**src/rtl/pipe_stage_buf.sv**
```systemverilog
`default_nettype none
// ============================================================================
//  Module   : pipe_stage_buf
//  Purpose  : Elastic pipeline register for inter-stage boundaries. Uses a
//             valid/ready handshake, one register (DEPTH=1) or a 2-entry
//             skid buffer (DEPTH=2), flush squash, and control zeroing on
//             bubbles.
//  Option   : PIPE_PERF_CNT_EN defined   -> saturating stall/bubble counters
//             PIPE_PERF_CNT_EN undefined -> counters tied to zero
//  Revision : 1.0  initial release
// ============================================================================
module pipe_stage_buf #(
  parameter int DATA_W = 64,
  parameter int CTRL_W = 16,
  parameter int DEPTH  = 2,   // 1 = single register, 2 = skid buffer
  parameter int CNT_W  = 16
) (
  input  logic              clk,
  input  logic              rst,
  input  logic              flush,
  input  logic              in_valid,
  output logic              in_ready,
  input  logic [DATA_W-1:0] in_data,
  input  logic [CTRL_W-1:0] in_ctrl,
  output logic              out_valid,
  input  logic              out_ready,
  output logic [DATA_W-1:0] out_data,
  output logic [CTRL_W-1:0] out_ctrl,
  output logic [1:0]        occupancy,
  output logic [CNT_W-1:0]  stall_cnt,
  output logic [CNT_W-1:0]  bubble_cnt
);

  // Encoding doubles as the occupancy value.
  typedef enum logic [1:0] {
    S_EMPTY = 2'd0,
    S_ONE   = 2'd1,
    S_FULL  = 2'd2
  } state_t;

  logic              w_push;
  logic              w_pop;
  logic              w_valid;
  logic              w_ready;
  logic [DATA_W-1:0] w_head_data;
  logic [CTRL_W-1:0] w_head_ctrl;
  logic [1:0]        w_occ;

  // Flush wins over the handshake: a beat offered on a flush cycle is dropped.
  assign w_push = in_valid & w_ready & ~flush;
  assign w_pop  = w_valid & out_ready;

  generate
    if (DEPTH == 1) begin : g_single
      logic              r_valid;
      logic [DATA_W-1:0] r_data;
      logic [CTRL_W-1:0] r_ctrl;

      // Single entry: a push replaces the entry, even when it is popped in the same cycle.
      always_ff @(posedge clk) begin
        if (rst) begin
          r_valid <= 1'b0;
          r_data  <= '0;
          r_ctrl  <= '0;
        end else begin
          if (flush)       r_valid <= 1'b0;
          else if (w_push) r_valid <= 1'b1;
          else if (w_pop)  r_valid <= 1'b0;
          if (w_push) begin
            r_data <= in_data;
            r_ctrl <= in_ctrl;
          end
        end
      end

      assign w_valid     = r_valid;
      assign w_ready     = ~r_valid | out_ready;
      assign w_head_data = r_data;
      assign w_head_ctrl = r_ctrl;
      assign w_occ       = {1'b0, r_valid};
    end else begin : g_skid
      // Any DEPTH other than 1 is built as the 2-entry skid buffer; only 2 is legal.
      state_t            r_state;
      state_t            w_state_nxt;
      logic              w_load_head_in;
      logic              w_load_head_skid;
      logic              w_load_skid;
      logic [DATA_W-1:0] r_head_data;
      logic [CTRL_W-1:0] r_head_ctrl;
      logic [DATA_W-1:0] r_skid_data;
      logic [CTRL_W-1:0] r_skid_ctrl;

      // State register.
      always_ff @(posedge clk) begin
        if (rst) r_state <= S_EMPTY;
        else     r_state <= w_state_nxt;
      end

      // Next state and steering of the incoming beat into head or skid slot.
      always_comb begin
        w_state_nxt      = r_state;
        w_load_head_in   = 1'b0;
        w_load_head_skid = 1'b0;
        w_load_skid      = 1'b0;
        if (flush) begin
          w_state_nxt = S_EMPTY;
        end else begin
          case (r_state)
            S_EMPTY: begin
              if (w_push) begin
                w_state_nxt    = S_ONE;
                w_load_head_in = 1'b1;
              end
            end
            S_ONE: begin
              if (w_push && w_pop) begin
                w_load_head_in = 1'b1;
              end else if (w_push) begin
                w_state_nxt = S_FULL;
                w_load_skid = 1'b1;
              end else if (w_pop) begin
                w_state_nxt = S_EMPTY;
              end
            end
            S_FULL: begin
              // in_ready is low here, so only a pop can happen.
              if (w_pop) begin
                w_state_nxt      = S_ONE;
                w_load_head_skid = 1'b1;
              end
            end
            default: w_state_nxt = S_EMPTY;
          endcase
        end
      end

      // Payload storage; head holds its value while stalled or empty.
      always_ff @(posedge clk) begin
        if (rst) begin
          r_head_data <= '0;
          r_head_ctrl <= '0;
          r_skid_data <= '0;
          r_skid_ctrl <= '0;
        end else begin
          if (w_load_head_in) begin
            r_head_data <= in_data;
            r_head_ctrl <= in_ctrl;
          end else if (w_load_head_skid) begin
            r_head_data <= r_skid_data;
            r_head_ctrl <= r_skid_ctrl;
          end
          if (w_load_skid) begin
            r_skid_data <= in_data;
            r_skid_ctrl <= in_ctrl;
          end
        end
      end

      assign w_valid     = (r_state != S_EMPTY);
      assign w_ready     = (r_state != S_FULL);   // registered: no path from out_ready
      assign w_head_data = r_head_data;
      assign w_head_ctrl = r_head_ctrl;
      assign w_occ       = r_state;
    end
  endgenerate

  assign in_ready  = w_ready;
  assign out_valid = w_valid;
  assign out_data  = w_head_data;
  assign out_ctrl  = w_valid ? w_head_ctrl : '0;   // bubbles never assert control
  assign occupancy = w_occ;

`ifdef PIPE_PERF_CNT_EN
  localparam logic [CNT_W-1:0] c_CNT_MAX = '1;

  logic [CNT_W-1:0] r_stall_cnt;
  logic [CNT_W-1:0] r_bubble_cnt;

  // Saturating stall/bubble counters; only reset clears them.
  always_ff @(posedge clk) begin
    if (rst) begin
      r_stall_cnt  <= '0;
      r_bubble_cnt <= '0;
    end else begin
      if (w_valid && !out_ready && (r_stall_cnt != c_CNT_MAX))
        r_stall_cnt <= r_stall_cnt + CNT_W'(1);
      if (!w_valid && (r_bubble_cnt != c_CNT_MAX))
        r_bubble_cnt <= r_bubble_cnt + CNT_W'(1);
    end
  end

  assign stall_cnt  = r_stall_cnt;
  assign bubble_cnt = r_bubble_cnt;
`else
  assign stall_cnt  = '0;
  assign bubble_cnt = '0;
`endif

endmodule
`default_nettype wire

```
**config.mk**
```make
export PLATFORM = sky130hd
export DESIGN_NAME = pipe_stage_buf
export DESIGN_NICKNAME = d
export VERILOG_FILES = /design/src/rtl/pipe_stage_buf.sv
export SDC_FILE = /design/constraint.sdc
export NUM_CORES = 1
export LEC_CHECK = 0
export ABC_AREA = 1
export CAP_MARGIN = 40
export CORE_ASPECT_RATIO = 0.7
export CORE_UTILIZATION = 52
export CTS_BUF_LIST = sky130_fd_sc_hd__clkbuf_16
export DETAILED_ROUTE_END_ITERATION = 16
export HOLD_SLACK_MARGIN = 0.02
export PLACE_DENSITY_LB_ADDON = 0.12
export SLEW_MARGIN = 20
export SYNTH_ARGS = -nofsm -noshare
export SYNTH_HDL_FRONTEND = slang
export SYNTH_SLANG_ARGS = --single-unit
```
**constraint.sdc**
```tcl
create_clock -name clk -period 4.1 [get_ports clk]
set_clock_uncertainty 0.2 [all_clocks]
set_input_delay 0.82 -clock clk [delete_from_list [all_inputs] [get_ports clk]]
set_output_delay 0.82 -clock clk [all_outputs]
set_load 0.02 [all_outputs]
```
### Word level (Yosys, flattened, before mapping)

Index checks and enable logic that the tools add are counted.

* eq/ne operators: 7
* multiplexer cells: 21
* bitwise logic cells: 4
* reductions and logical operators: 6

Operators by type and width (number)
* $mux 64: 2
* $mux 16: 3
* $mux 2: 5
* $mux 1: 9
* $ne 2x2->1 const B: 4
* $pmux 2 s3: 1
* $reduce_and 4->1: 1
* $reduce_bool 2->1: 2
* $and 1x1->1: 3
* $ne 3x3->1 const B: 1
* $eq 2x1->1 const B: 1
* $eq 2x2->1 const B: 1
* $logic_not 2->1: 1
* $pmux 1 s2: 1
* $reduce_or 2->1: 1
* $logic_and 1x1->1: 1
* $not 1->1: 1

* register bits after elaboration: 162
* bits of input ports: 85
* output and inout port bits: 116
* logic and storage cells: 43

### Longest topological paths before layout

Gate-level depths: netlist (run 1).

* depth in word-level cells: 8
* depth in mapped cells: 9
* mapped depth without buffers: 8

### Worst setup path before layout (run 1)

No wires, ideal clock.

* path type: reg-to-output
* start point: reg g_skid.r_state[1], in the netlist occupancy[1]
* end point: out out_ctrl[10]
* arrival: 1154 ps
* required time: 3080 ps
* slack: 1926 ps
* cell stages (with the launch flop): 4
* path buffers: 1
* cells stage by stage: dfxtp_1 -> nor2_4 -> clkbuf_1 -> nor2_1

* longest elaborated chain between the ends: 2

RTL lines
* start: declaration: RTL line 83 `state_t r_state;`
* start signal: assignment: RTL line 96 `else r_state <= w_state_nxt;`
* $reduce_bool 2->1: RTL line 159 `assign w_valid = (r_state != S_EMPTY);`
* $mux 16: RTL line 170 `assign out_ctrl = w_valid ? w_head_ctrl : '0;`
* end: declaration: RTL line 28 `output logic [CTRL_W-1:0] out_ctrl,`

No other way between the ends.

### Worst setup path in the final report (run 1)

* start point: reg g_skid.r_state[1], in the netlist occupancy[1]
* end point: out out_ctrl[14]

The elaborated chain is that of the path after synthesis.

==> run_results.csv, run 1 <==
group,metric,value,unit
run_status,status,"finished, final reports clean",
timing,fin_crit,2.98,ns
die,rows,35,
die,pin_count,201,
route,routed_wirelength,17000,um
critical_path,rr_startpoint,"occupancy[1]",
route,dr.pass1.iters,4,
yosys,ys_seq_area_share,45.1,%
timing,max_freq,336,MHz
timing,layout_setup_ws,1.12,ns
clock_network,cts_tree,"done",
timing,finalSetupViolations,0,
timing,hold_viol,0,
clock_network,cts_htree_levels,4,
global_routing,antenna_found_initial,0,
timing,setup-tns-final,0,ns
yosys,yosysWarnings,0,
layout,stdcell_count,1434,
critical_path,slowest_delay,0.57,ns
critical_path,critPathMaxFanout,18,
timing,rsz0062_at_grt,"false",
global_routing,grt_pass1_wl,27700,um
critical_path,crit_path_top_delay_cell,"clkdlybuf4s50_1",
placed_design,place_area,8820,um^2
yosys,syn_area_per_cell,6.54,um^2
yosys,ys_seq_elements,162,
global_routing,grt_max_degree,87,
timing,max_slew_margin,59.4,%
layout,drive_gt1_share,3.84,%
yosys,synthesis.area,7190,um^2
die,fp.dieW,143,um
yosys,ys_types,17,
route,wl_per_cell,11.9,um
clock_network,cts_hold_buf,0,
die,fp.dieH,100,um
critical_path,rrSetupSlack,1.79,ns
timing,holdWs,0.243,ns
run,cap_viol_max_count,0,
hold_path,hold_class,"reg2reg",
hold_path,hold_start,"g_skid.r_skid_data[34]",
critical_path,crit_buf_inv,1,
power_and_ir_drop,peakVddDrop,338,uV
clock_network,cts_sinks,162,
timing,period_share,72.6,%
critical_path,path_class,"reg2out",
placed_design,dp_hpwl,10700,um
route,drtIter0Drc,348,
placed_design,gp_congestion,0.792,
critical_path,r2r-end,"out_data[26]",
placed_design,place_inst,1402,
hold_path,min_delay_path_depth,2,
route,vias,6468,
route,vias_per_cell,4.51,
route,drc,0,
clock_network,clkSlewWorstSetupHoldPaths,0.06,ns
die,initial_core_util,54.0,%
placed_design,port_buffers,168,
power_and_ir_drop,p_leak,3.91,nW
layout,post-route-util,70.7,%
global_routing,grt_remaining_overflow,0,
yosys,postSynthCellCount,1098,
critical_path,cp.arrival,1.96,ns
route,antenna_left,0,
critical_path,required,3.08,ns
timing,finalMaxSlewViolations,0,
critical_path,critPathTopFamily,"simple AND/OR/NAND/NOR gates",
layout,syn_to_final_growth,31.0,%
power_and_ir_drop,p_total,3.68,mW
clock_network,insertion_delay,0.42,ns
power_and_ir_drop,cellPowerDensity,391,nW/um^2
layout,n_antenna_cell,0,
critical_path,r2r.worst_path.cells,7,
placed_design,pre_cts_slack,1.15,ns
clock_network,clk_root_buffer_cell,"clkbuf_16",
layout,final_nets,1321,
die,die_area,14300,um^2
critical_path,cp-start-kind,"flop",
clock_network,numCtsBuffers,17,
die,core-area,13300,um^2
critical_path,crit_chain,"nor2_4 > nor2_1 > clkdlybuf4s50_1",
layout,finalInstanceArea,9410,um^2
timing,tightest_slew,0.608,ns
clock_network,cts.path.max_buffers,2,
critical_path,critical_path.endpoint_type,"primary output",
global_routing,grt_pass1_vias,5839,
hold_path,holdPathEnd,"g_skid.r_skid_data[34]",
clock_network,cts_resized,0,
global_routing,grtUsageTotal,24.4,%
clock_network,cts_setup_buffers,0,
Yosys cell counts (all sizes together):
cell type	count	share of area, %
clkbuf	25	1.3
o211ai	1	0.10
nor3	1	0.070
nand2	246	13
conb	1	0.052
buf	66	6.1
inv	168	8.8
dfxtp	162	45
o21ai	80	5.6
a21boi	1	0.10
a21oi	81	5.6
nor2	263	14
nand3	3	0.42
cell families (layout without fill, tap and decap cells):
logic type	Yosys count	count (layout)	synth area share [%]
AO/OA/AOI/OAI	163	163	11.4
buffers and inverters	259	379	16.2
flip-flops	162	162	45.1
other	1	32	0.0522
AND/OR/NAND/NOR	513	513	27.2
layer usage:
layer | routed length, um | up-vias | global-route usage [%]
met5 | 0 | - | 0
met4 | 161 | 0 | 5.96
met3 | 917 | 17 | 5.53
met2 | 7680 | 186 | 40.4
met1 | 8240 | 2792 | 32.3
li1 | - | 3473 | -
cells in the final DEF (no fill, tap or decap), drive strengths merged, types with 3 or more instances in the layout:
| cell type | n |
|---|---|
| inv | 172 |
| nand3 | 3 |
| nor2 | 263 |
| buf | 12 |
| clkinvlp | 4 |
| nand2 | 246 |
| o21ai | 80 |
| clkbuf | 17 |
| dfxtp | 162 |
| clkdlybuf4s50 | 167 |
| conb | 32 |
| bufinv | 3 |
| clkinv | 4 |
| a21oi | 81 |
cell type report:
class / instances / area (um^2)
flip-flops and latches: 162 / 3240
clock buffers: 17 / 425
inverters: 168 / 631
fillers: 1163 / 3900
well taps: 185 / 231
repair buffers: 179 / 1810
multi-input cells: 708 / 2900
clock inverters: 15 / 170
worst max path at each step:
stage | slack (ns) | depth (start not counted) | from | to
final | 1.12 | 3 | occupancy[1] | out_ctrl[14]
after global placement | 1.18 | 8 | flush | out_data[27]
after detailed placement | 1.15 | 8 | flush | out_data[46]
after CTS | 1.14 | 3 | occupancy[1] | out_ctrl[14]
after floorplan | 1.93 | 3 | occupancy[1] | out_ctrl[10]
after global routing | 1.06 | 3 | occupancy[1] | out_valid
worst min-delay path: cells and delay by family (launching register included):
kind                   cells  cell delay, ns
AOI/OAI and AO/OA          1            0.05
buffers and inverters      1            0.05
DFF                        1            0.31
power breakdown:
part / switching (mW) / internal, mW / total, mW
logic: 0.244 / 0.190 / 0.434
registers: 0.0248 / 1.62 / 1.65
clock network: 0.647 / 0.953 / 1.60
total: 0.915 / 2.76 / 3.68
state kept, by name, summed over array words and instances (netlist names):
name / count
out_data: 64
occupancy: 2
g_skid.r_skid_ctrl: 16
g_skid.r_head_ctrl: 16
g_skid.r_skid_data: 64
Power figures use the tool's default switching activity.
==> run 2: changes to the inputs <==
- CORE_UTILIZATION: 52 -> 48
- clock period: 4.1 -> 2.9 ns (I/O delays scaled with it)
==> run 2 against run 1 <==
  * Die area rose by 8.2%
  * Utilization decreased by 6.3 points
  * Clock power increased by 32%
  * Final cell count increased by 0.91%
  * Critical endpoint is now out_ctrl[13]
==> run_results.csv, run 2 (synthesis results as in run 1) <==
group,metric,value,unit
run_status,status,"finished, final reports clean",
global_routing,grt_pass1_wl,28200,um
die,fp.dieH,104,um
clock_network,clk_root_buffer_cell,"clkbuf_16",
timing,setup-tns-final,0,ns
clock_network,clkSlewWorstSetupHoldPaths,0.07,ns
clock_network,cts_setup_buffers,0,
power_and_ir_drop,peakVddDrop,377,uV
placed_design,pre_cts_slack,0.269,ns
route,vias,6501,
critical_path,cp-start-kind,"flop",
layout,final_nets,1324,
global_routing,antenna_found_initial,0,
clock_network,cts.path.max_buffers,2,
timing,layout_setup_ws,0.184,ns
timing,period_share,93.7,%
layout,finalInstanceArea,9460,um^2
timing,hold_viol,0,
critical_path,required,2.12,ns
layout,drive_gt1_share,4.23,%
timing,max_freq,368,MHz
timing,rsz0062_at_grt,"false",
clock_network,cts_hold_buf,0,
clock_network,cts_resized,0,
timing,fin_crit,2.72,ns
die,initial_core_util,49.0,%
route,antenna_left,0,
timing,finalMaxSlewViolations,0,
critical_path,slowest_delay,0.57,ns
layout,layout_commonest_cell,"nor2_1",
global_routing,grt_pass1_vias,5880,
placed_design,place_area,8900,um^2
critical_path,critPathTopFamily,"buffers and inverters",
route,drc,0,
clock_network,insertion_delay,0.41,ns
power_and_ir_drop,p_leak,3.93,nW
critical_path,critPathMaxFanout,18,
clock_network,numCtsBuffers,17,
die,rows,37,
clock_network,cts_tree,"done",
critical_path,cp.arrival,1.94,ns
global_routing,grtUsageTotal,22.7,%
clock_network,cts_htree_levels,4,
die,core-area,14700,um^2
critical_path,path_class,"reg2out",
die,fp.dieW,148,um
placed_design,gp_congestion,0.803,
critical_path,crit_path_top_delay_cell,"clkdlybuf4s50_1",
route,wl_per_cell,11.6,um
critical_path,critical_path.endpoint_type,"primary output",
global_routing,grt_max_degree,81,
timing,max_slew_margin,65.8,%
layout,syn_to_final_growth,31.6,%
critical_path,crit_chain,"nor2_4 > nor2_1 > clkdlybuf4s50_1",
route,drtIter0Drc,348,
layout,most-common-layout-cells,"nor2_1 (262), nand2_1 (245), clkdlybuf4s50_1 (167), inv_1 (166), dfxtp_1 (162)",
die,die_area,15500,um^2
placed_design,port_buffers,168,
run,cap_viol_max_count,0,
clock_network,cts_sinks,162,
power_and_ir_drop,cellPowerDensity,534,nW/um^2
route,dr.pass1.iters,5,
layout,n_antenna_cell,0,
die,pin_count,201,
hold_path,hold_class,"reg2reg",
route,routed_wirelength,16800,um
critical_path,crit_buf_inv,1,
placed_design,dp_hpwl,10600,um
global_routing,grt_remaining_overflow,0,
timing,tightest_slew,0.513,ns
route,vias_per_cell,4.49,
timing,finalSetupViolations,0,
-- run 2: cell count changes in the layout (fill, tap and decap cells not counted), moves of 2 or more --
cell / previous run / this run
clkinvlp_4: 4 / 1
bufinv_16: 3 / 0
inv_6: 1 / 4
inv_1: 168 / 166
buf_12: 4 / 8
inv_8: 0 / 4
-- run 2: path summary, 6_finish.rpt --
path	from	endpoint	slack, ns	cells after the start
max reg2reg	occupancy[1]	out_data[46]	0.71	7
min reg2reg	g_skid.r_skid_ctrl[0]	g_skid.r_skid_ctrl[0]	0.24	2
min	g_skid.r_skid_ctrl[0]	g_skid.r_skid_ctrl[0]	0.24	2
max	occupancy[1]	out_ctrl[13]	0.18	3
-- run 2: power by group --
| group | switching (mW) | total (mW) | internal (mW) |
|---|---|---|---|
| combinational | 0.344 | 0.617 | 0.273 |
| clock | 0.981 | 2.11 | 1.13 |
| sequential | 0.0324 | 2.32 | 2.29 |
-- run 2: worst register-to-register path, cell delays in order, from the launching register on --
cell	delay [ns]
dfxtp_1	0.39
nor2_4	0.43
nand2_1	0.19
nand3_2	0.27
buf_12	0.27
nor2_1	0.10
nor2_1	0.14
nor2_1	0.06
-- run 2: area by class of cell --
cell class / instances / area (um^2)
Timing Repair Buffer: 182 / 1880
Fill cell: 1367 / 5220
Sequential cell: 162 / 3240
Tap cell: 195 / 244
Clock buffer: 17 / 425
Clock inverter: 15 / 126
Multi-Input combinational cell: 708 / 2900
Inverter: 168 / 631
-- run 2: through the flow --
| stage | instances | power [mW] | hold WS [ns] | util (%) |
|---|---|---|---|---|
| floorplan | 1129 | 2.73 | 0.224 | - |
| global placement | 1415 | 2.98 | 0.231 | 60.7 |
| detailed placement | 1415 | 2.99 | 0.234 | 60.7 |
| CTS | 1447 | 5.10 | 0.245 | 64.4 |
| global route | 1447 | 5.28 | 0.260 | 64.4 |
| finish | 1447 | 5.05 | 0.243 | 64.4 |
-- run 2: layer usage --
metal | track usage [%] | vias up | part of all wire (%)
li1 | - | 3487 | -
met1 | 30.2 | 2842 | 48
met2 | 36.6 | 164 | 45
met5 | 0 | - | 0
met4 | 6.33 | 0 | 0.75
met3 | 5.53 | 8 | 6.0
==> run 3: changes to the inputs <==
- ABC_AREA: 1 -> unset
- CORE_UTILIZATION: 48 -> 49
==> run 3 against run 2 <==
  * Final cell count decreased by 22%
  * Sequential share of layout area decreased by 1.8 points
  * Utilization increased by 2.5 points
  * Critical endpoint is now out_ctrl[6]
  * Routed wire length increased by 24%
  * Critical path depth increased by 1
  * Cell area increased by 5.5%
  * Setup slack improved by 0.044 ns
  * Sequential cell count unchanged
  * Synthesized area increased by 5.9%
  * Highest routed layer unchanged
  * Largest power group is now the clock network
  * Die area increased by 3.6%
  * Critical path type unchanged
==> run_results.csv, run 3 <==
group,metric,value,unit
clock_network,cts_htree_levels,4,
critical_path,r2r.worst_path.cells,6,
layout,layout_commonest_cell,"clkdlybuf4s50_1",
clock_network,clk_root_buffer_cell,"clkbuf_16",
critical_path,required,2.12,ns
yosys,ys_seq_area_share,42.6,%
die,die_area,16000,um^2
hold_path,min_delay_path_depth,2,
clock_network,cts_setup_buffers,0,
global_routing,grtUsageTotal,25.7,%
yosys,postSynthCellCount,818,
timing,finalSetupViolations,0,
placed_design,gp_congestion,0.807,
power_and_ir_drop,combPwrFrac,13.0,%
critical_path,cp.arrival,1.89,ns
yosys,ys.flop_type,"dfxtp_1",
placed_design,pre_cts_slack,0.243,ns
layout,n_antenna_cell,0,
die,fp.dieH,106,um
route,wl_per_cell,18.2,um
route,dr.pass1.iters,5,
placed_design,place_inst,1103,
die,initial_core_util,51.0,%
power_and_ir_drop,pwr-share-seq,43.2,%
clock_network,clkSlewWorstSetupHoldPaths,0.07,ns
clock_network,cts_resized,0,
power_and_ir_drop,switching_share,26.1,%
yosys,synth_top_area_share,42.6,%
power_and_ir_drop,power.switching,1.41,mW
critical_path,critical_path.endpoint_type,"primary output",
power_and_ir_drop,internal_power,3.99,mW
global_routing,grt_max_degree,81,
critical_path,slowest_delay,0.55,ns
yosys,ys_types,28,
yosys,syn_area_per_cell,9.30,um^2
layout,nFillCells,1200,
route,vias,6970,
layout,final_nets,1012,
timing,layout_setup_ws,0.228,ns
timing,max_slew_margin,64.9,%
clock_network,cts.path.max_buffers,2,
critical_path,critPathMaxFanout,13,
power_and_ir_drop,cellPowerDensity,541,nW/um^2
layout,syn_to_final_growth,31.2,%
critical_path,path_class,"reg2out",
yosys,synthesis.area,7610,um^2
timing,period_share,92.1,%
yosys,synth_edf_count,0,
yosys,synth.most_common_cell,"dfxtp_1",
run_status,status,"finished, final reports clean",
clock_network,insertion_delay,0.42,ns
timing,max_freq,374,MHz
power_and_ir_drop,p_leak,3.08,nW
die,fp.dieW,151,um
timing,fin_crit,2.67,ns
yosys,synthArstFlopShare,0,%
placed_design,port_buffers,168,
global_routing,grt_remaining_overflow,0,
critical_path,crit_path_top_delay_cell,"clkdlybuf4s50_1",
clock_network,cts_tree,"done",
power_and_ir_drop,peakVddDrop,422,uV
timing,finalMaxSlewViolations,0,
global_routing,grt_pass1_vias,6542,
clock_network,cts_hold_buf,0,
critical_path,crit_chain,"nor2_1 > buf_4 > nor2b_1 > clkdlybuf4s50_1",
power_and_ir_drop,clkPwrFrac,43.8,%
timing,setup-tns-final,0,ns
clock_network,numCtsBuffers,17,
timing,tightest_slew,0.527,ns
placed_design,dp_hpwl,12900,um
yosys,yosys.area.top_type,"dfxtp_1",
global_routing,grt_pass1_wl,33000,um
clock_network,cts_sinks,162,
yosys,yosysWarnings,0,
global_routing,antenna_found_initial,0,
yosys,ys_top_cells_by_area,"dfxtp_1 (43%), o211ai_2 (13%), a21oi_1 (11%)",
route,antenna_left,0,
die,pin_count,201,
yosys,netlist_top_cells_count,"dfxtp_1 (162), a21oi_1 (161), a32oi_1 (80), nand3_1 (80), o211ai_2 (80)",
die,rows,37,
route,drc,0,
route,drtIter0Drc,561,
route,vias_per_cell,6.14,
timing,rsz0062_at_grt,"false",
layout,drive_gt1_share,16.2,%
layout,most-common-layout-cells,"clkdlybuf4s50_1 (167), dfxtp_1 (162), a21oi_1 (161)",
timing,hold_viol,0,
die,core-area,14900,um^2
layout,stdcell_count,1135,
critical_path,cp-start-kind,"flop",
hold_path,hold_class,"reg2reg",
run,cap_viol_max_count,0,
route,routed_wirelength,20700,um
yosys,ys_seq_elements,162,
==> run 3: cell types whose count changed after synthesis, sizes merged, moves of 77 or more <==
cell	previous run	this run
o211ai	1	80
inv	168	1
nand2	246	1
a32oi	0	80
a21oi	81	161
nor2	263	3
nand3	3	80
==> run 3: final timing paths <==
kind                     startpoint                      to  slack, ns
max                    occupancy[1]             out_ctrl[6]       0.23
min reg2reg  g_skid.r_skid_data[56]  g_skid.r_skid_data[56]       0.28
min          g_skid.r_skid_data[56]  g_skid.r_skid_data[56]       0.28
max reg2reg            occupancy[1]  g_skid.r_skid_data[33]       0.80
==> run 3: power by group through the flow <==
| stage | combinational, mW | sequential, mW | clock [mW] |
|---|---|---|---|
| global placement | 0.681 | 2.38 | 0 |
| CTS | 0.701 | 2.33 | 2.40 |
| finish | 0.703 | 2.33 | 2.36 |
| global route | 0.749 | 2.34 | 2.50 |
| detailed placement | 0.697 | 2.38 | 0 |
| floorplan | 0.365 | 2.43 | 0 |
==> run 3: worst max-delay path: cells and delay by family (launching register included) <==
family	cells	cell delay, ns
buffers and inverters	2	0.81
DFF	1	0.31
and+or+nand+nor	2	0.35
==> run 3: kinds of logic (layout without fill, tap and decap cells) <==
kind of cell / after synthesis / after routing / synth area share (%)
AOI/OAI and AO/OA: 403 / 403 / 38.4
buffers and inverters: 142 / 233 / 10.9
DFF: 162 / 162 / 42.6
muxes: 1 / 1 / 0.132
other: 1 / 32 / 0.0493
and+or+nand+nor: 109 / 109 / 7.83
==> run 3: through the flow <==
stage	total power, mW	utilization (%)	area [um^2]	hold WS, ns
after floorplan	2.79	-	7720	0.254
after global placement	3.06	62.7	9350	0.259
after detailed placement	3.08	62.7	9350	0.269
after CTS	5.44	66.9	9980	0.279
after global routing	5.59	66.9	9980	0.301
final	5.40	66.9	9980	0.276
==> run 3: metal layers <==
layer,vias up,part of all wire [%],global-route usage [%]
met3,34,8.2,6.18
met2,272,48,41.8
met4,0,2.0,9.36
li1,3282,-,-
met5,-,0,0
met1,3382,42,33.0
==> run 3: cell type report <==
| cell class | count | area, um^2 | share of cell area, % |
|---|---|---|---|
| multi-input combinational | 545 | 3690 | 37.0 |
| sequential | 162 | 3240 | 32.5 |
| timing repair buffer | 200 | 2170 | 21.7 |
| clock buffer | 17 | 425 | 4.26 |
| tap | 195 | 244 | 2.45 |
| clock inverter | 15 | 196 | 1.97 |
| inverter | 1 | 3.75 | 0.0376 |
